<file path="src/rtl/pl_stage_reg.sv">
// Pipeline stage register: control + data through a valid/ready handshake,
// optional two-entry skid buffer, flush that squashes control only, squash counter.
module pl_stage_reg #(
    parameter int                CTRL_W   = 16,
    parameter int                DATA_W   = 128,
    parameter logic [CTRL_W-1:0] CTRL_RST = '0,
    parameter bit                SKID     = 1'b1,
    parameter int                CNT_W    = 8
) (
    input  logic              CLK,
    input  logic              RST,
    input  logic              in_valid,
    output logic              in_ready,
    input  logic [CTRL_W-1:0] in_ctrl,
    input  logic [DATA_W-1:0] in_data,
    output logic              out_valid,
    input  logic              out_ready,
    output logic [CTRL_W-1:0] out_ctrl,
    output logic [DATA_W-1:0] out_data,
    input  logic              flush,
    output logic [1:0]        occupancy,
    output logic [CNT_W-1:0]  squash_cnt
);

    typedef enum logic [1:0] {EMPTY = 2'd0, ONE = 2'd1, TWO = 2'd2} state_t;

    state_t            st, nxt;
    logic [CTRL_W-1:0] h_ctrl, s_ctrl;
    logic [DATA_W-1:0] h_data, s_data;
    logic [CNT_W-1:0]  cnt;
    logic              h_vld, s_vld, accept, release_h;
    logic              ld_h_in, ld_h_s, ld_s;
    logic [1:0]        killed;
    logic [CNT_W:0]    cnt_sum;

    assign h_vld = (st != EMPTY);
    assign s_vld = (st == TWO);

    // SKID=1 keeps out_ready off the in_ready path; SKID=0 lets a stalled-free
    // consumer pull a new entry into H in the same cycle it drains the old one.
    generate
        if (SKID) begin : g_skid
            assign in_ready = !s_vld && !flush && !RST;
        end else begin : g_noskid
            assign in_ready = (!h_vld || out_ready) && !flush && !RST;
        end
    endgenerate

    assign out_valid  = h_vld && !flush;
    assign out_ctrl   = h_ctrl;
    assign out_data   = h_data;
    assign occupancy  = st;
    assign squash_cnt = cnt;

    assign accept    = in_valid && in_ready;
    assign release_h = out_valid && out_ready;

    always_comb begin
        nxt     = st;
        ld_h_in = 1'b0;
        ld_h_s  = 1'b0;
        ld_s    = 1'b0;
        if (flush) begin
            nxt = EMPTY;
        end else begin
            case (st)
                EMPTY: if (accept) begin
                    nxt     = ONE;
                    ld_h_in = 1'b1;
                end
                ONE: begin
                    if (accept && release_h) begin
                        ld_h_in = 1'b1;
                    end else if (accept && SKID) begin
                        nxt  = TWO;
                        ld_s = 1'b1;
                    end else if (release_h) begin
                        nxt = EMPTY;
                    end
                end
                TWO: if (release_h) begin
                    nxt    = ONE;
                    ld_h_s = 1'b1;
                end
                default: nxt = EMPTY;
            endcase
        end
    end

    always_ff @(posedge CLK) begin
        if (RST) st <= EMPTY;
        else     st <= nxt;
    end

    // Saturating add; CNT_W+1 bits always hold max + 2 without wrapping.
    assign killed  = {1'b0, h_vld} + {1'b0, s_vld};
    assign cnt_sum = {1'b0, cnt} + (CNT_W+1)'(killed);

    always_ff @(posedge CLK) begin
        if (RST) begin
            h_ctrl <= CTRL_RST;
            s_ctrl <= CTRL_RST;
            h_data <= '0;
            s_data <= '0;
            cnt    <= '0;
        end else if (flush) begin
            h_ctrl <= CTRL_RST;
            s_ctrl <= CTRL_RST;
            if (cnt_sum > {1'b0, {CNT_W{1'b1}}}) cnt <= {CNT_W{1'b1}};
            else                                 cnt <= cnt_sum[CNT_W-1:0];
        end else begin
            if (ld_h_in) begin
                h_ctrl <= in_ctrl;
                h_data <= in_data;
            end else if (ld_h_s) begin
                h_ctrl <= s_ctrl;
                h_data <= s_data;
            end
            if (ld_s) begin
                s_ctrl <= in_ctrl;
                s_data <= in_data;
            end
        end
    end

endmodule

</file>
<file path="config.mk">
export PLATFORM = sky130hd
export DESIGN_NAME = pl_stage_reg
export DESIGN_NICKNAME = d
export VERILOG_FILES = /design/src/rtl/pl_stage_reg.sv
export SDC_FILE = /design/constraint.sdc
export NUM_CORES = 1
export LEC_CHECK = 0
export CORE_ASPECT_RATIO = 1.5
export CORE_MARGIN = 3
export CORE_UTILIZATION = 45
export CTS_BUF_LIST = sky130_fd_sc_hd__clkbuf_8
export CTS_CLUSTER_DIAMETER = 200
export DETAILED_ROUTE_END_ITERATION = 7
export GPL_ROUTABILITY_DRIVEN = 0
export PLACE_DENSITY = 0.76
export SLEW_MARGIN = 40
export SYNTH_ARGS = -nofsm -noshare
export SYNTH_HDL_FRONTEND = slang
export SYNTH_SLANG_ARGS = --single-unit
</file>
<file path="constraint.sdc">
create_clock -name CLK -period 1.74 [get_ports CLK]
set_clock_uncertainty 0.1 [all_clocks]
set_input_delay 0.174 -clock CLK [delete_from_list [all_inputs] [get_ports CLK]]
set_output_delay 0.174 -clock CLK [all_outputs]
set_load 0.01 [all_outputs]
</file>
==> flow_summary.toml <==
[yosys]
synthMuxAreaShare_pct = 1.37
ys_warn_count = 0
synth_area_leaders = "dfxtp_1, nor3_2, a311oi_1"
synth_cell_types = 39
synth_top_family_by_area = "simple AND/OR/NAND/NOR gates"
synth_top_cell_area_share_pct = 45.0
synth_compound_area_share_pct = 21.2
netlist_area_sq_mm = 0.0133
ys_seq_area_share_pct = 45.0
yosys.area_share.simple_pct = 24.8
synth_seq_cells = 298
synth_fp_nets = 1676
synth_area_per_cell_sq_um = 8.70
ys.flop_type = "dfxtp_1"
synth_edf_count = 0
synth_xor_area_share_pct = 0
synth_top_cell_by_area = "dfxtp_1"
synthCells = 1526
synthAdderAreaFrac_pct = 0.0943
async_reset_ff_share_pct = 0

[setup_path]
crit_arrival_ps = 2130
crit_path_frequent_cell = "buf_12"
cp-end-kind = "flip-flop"
crit_path_max_fanout = 33
r2r_start = "occupancy[1]$_SDFFE_PP0P_"
cp_slowest_cell = "or4b_4"
slowest_delay_ps = 630
reg2reg_setup_slack_ps = -70
cp_top_family = "simple AND/OR/NAND/NOR gates"
path_buf_inv = 2
start_kind = "flip-flop"
r2r_end = "out_data[100]$_SDFFE_PP0P_"
rr_worst_depth = 5
critPathRequiredTime_ps = 2060
crit_chain = "or4b_4 -> buf_12 -> buf_12 -> nor3_1 -> a311oi_1"
crit_type = "reg -> reg"

[pwr]
pwr-share-seq_pct = 48.8
ir_drop_mv = 0.569
power_w = 0.0146
p_int_w = 0.0108
swShare_pct = 26.1
p_clk_share_pct = 38.4
p_leak_nw = 6.89
p_comb_share_pct = 12.7
powerDensity_mw_per_mm2 = 772
power_switching_w = 0.00381

[global_routing]
antenna_found_initial = 7
grt_start_max_net_pins = 127
grt_pass1_wl_mm = 66.2
gr-usage-all-layers_pct = 24.9
grt_pass1_vias = 12792
grt_overflow = 0

[sta]
rsz0062_at_grt = "yes"
fin_ws_ps = -69.3
worstMarginPinSlew_ps = 629
hold_slack_ps = 121
setup_viol = 198
slew_headroom_pct = 58.1
slew_violations = 0
finalCriticalPeriod_ps = 1810
fin_crit_sh_pct = 104
timing.fmax_mhz = 553
hold_viol = 0

[cts]
cts_tree = "yes"
clock-sinks = 298
clk_pin_slew_ps = 70
cts_buffers = 45
clk_path_buf_depth = 3
h-tree-depth = 2
clock_latency_ps = 560
root_buffer = "clkbuf_8"

[route]
avgViaCountPerCell = 5.79
drc_errors = 0
vias = 12990
drtPass1Iterations = 5
wire_per_inst_um = 19.0
drt.antenna.violating_nets = 0
drt_iter0_drc = 871
drt-total-wl_mm = 42.6

[layout]
areaGrowthSynthToFinish_pct = 42.3
nets = 1967
post-route-util_pct = 65.3
multiInputGateArea_sq_mm = 0.00698
drive_gt1_share_pct = 23.9
ff_latch_area_sq_mm = 0.00597
fillerInstances = 2368

[die]
die_area_sq_mm = 0.0316
num_rows = 76
initial_core_util_pct = 45.9
die_w_um = 146
core_sq_mm = 0.0289
fp.dieH_um = 216
ioPinCount = 305

[hold_path]
hold_start = "in_ctrl[11]"
hp-class = "in -> reg"
hold_depth = 3
hold_path_end = "s_ctrl[11]$_SDFFE_PP0P_"

[placement]
pre_cts_ws_ps = -444
numPortBuffers = 304
dp_hpwl_mm = 27.2

[run_status]
violations = "setup timing"
status = "complete, but fails checks"

[flow_run]
cap_viol_max_count = 0
Yosys cell counts, types with 2 or more instances:
cell      instances
buf_4            10
nor2_1            6
a311oi_1        133
buf_6            29
nand2b_1          3
nand2_1         258
clkbuf_1         87
buf_1             9
inv_1             2
and3_1            4
nor3_1            9
buf_2            45
mux2i_1          17
a211oi_1         17
o21ai_1          84
dfxtp_1         298
o21ai_0          60
nor3_2          136
nor2b_1           3
nand3_1         147
a21oi_1         151
cell families after synthesis:
family | after synthesis
and+or+nand+nor | 576
AOI/OAI and AO/OA | 451
DFF | 298
muxes | 18
buffers and inverters | 182
adders and majority gates | 1
worst max path at each step:
stage | to | startpoint | slack [ps] | cells after the start
2_1_floorplan | s_data[47]$_SDFFE_PP0P_ | occupancy[1]$_SDFFE_PP0P_ | -30 | 7
3_3_place_gp | s_ctrl[14]$_SDFFE_PP0P_ | flush | -400 | 5
3_5_place_dp | s_ctrl[9]$_SDFFE_PP0P_ | flush | -440 | 5
4_1_cts | in_ready | occupancy[1]$_SDFFE_PP0P_ | -140 | 4
5_1_grt | out_data[54]$_SDFFE_PP0P_ | occupancy[1]$_SDFFE_PP0P_ | -140 | 6
6_report | out_data[100]$_SDFFE_PP0P_ | occupancy[1]$_SDFFE_PP0P_ | -70 | 5
through the flow:
| step | instances | TNS [ps] | instance area, sq um |
|---|---|---|---|
| finish | 2242 | -5400 | 18900 |
| global route | 2241 | -21270 | 18900 |
| CTS | 2232 | -1090 | 18200 |
| detailed placement | 2153 | -95250 | 17300 |
| global placement | 2153 | -84750 | 17300 |
| floorplan | 1526 | -6470 | 13300 |
placed cells by master, fill, tap and decap left out, types with 6 or more instances in the layout:
| master | synthesis | routed |
|---|---|---|
| inv_1 | 2 | 15 |
| nor3_4 | 0 | 20 |
| nand2_1 | 258 | 258 |
| clkbuf_8 | 0 | 54 |
| clkdlybuf4s50_1 | 0 | 168 |
| a311oi_2 | 0 | 23 |
| nand3_1 | 147 | 147 |
| buf_4 | 10 | 55 |
| dlygate4sd2_1 | 0 | 131 |
| a21oi_1 | 151 | 148 |
| a311oi_1 | 133 | 110 |
| dfxtp_1 | 298 | 295 |
| nor2_1 | 6 | 6 |
| nor3_2 | 136 | 121 |
| a211oi_1 | 17 | 10 |
| a211oi_2 | 0 | 6 |
| mux2i_1 | 17 | 16 |
| buf_12 | 0 | 52 |
| clkinv_2 | 0 | 6 |
| diode_2 | 0 | 7 |
| o21ai_1 | 84 | 75 |
| o21ai_2 | 0 | 62 |
worst reg2reg max path: cells and delay by family, from the launching register on:
kind / cells / cell delay [ps]
AND/OR/NAND/NOR: 2 / 800
buffers and inverters: 2 / 370
flip-flops: 1 / 340
AO/OA/AOI/OAI: 1 / 70
metal layers:
layer | wire length [um] | part of all wire [%] | global-route usage [%]
met1 | 16200 | 38 | 29.2
met2 | 21600 | 51 | 42.2
met3 | 2560 | 6.0 | 5.25
met4 | 2260 | 5.3 | 14.1
met5 | 0 | 0 | 0
flip-flops by register name, indices dropped and copies added, names as in the netlist:
register    flops
out_data      128
s_data        128
out_ctrl       16
s_ctrl         16
squash_cnt      8
occupancy       2
power by group through the flow:
stage	registers, W	logic [W]	clock network (W)
2_1_floorplan	0.00732	0.000695	0
3_3_place_gp	0.00727	0.00177	0
3_5_place_dp	0.00727	0.00180	0
4_1_cts	0.00712	0.00174	0.00569
5_1_grt	0.00714	0.00197	0.00600
6_report	0.00712	0.00186	0.00560
timing repair:
action,CTS,global route
hold buffers,1,0
gates resized for setup,187,172
pin swaps,1,9
hold endpoints to repair,10,0
endpoints found under the setup margin,216,311
buffers inserted,2,3
cloned,1,1
area by class of cell:
cell class	count	share of cell area [%]
antenna	7	0.0928
timing repair buffer	424	24.2
tap	390	2.58
multi-input combinational	1046	37.0
clock inverter	22	0.656
clock buffer	53	3.86
inverter	2	0.0398
sequential	298	31.6
Power figures use the tool's default switching activity.
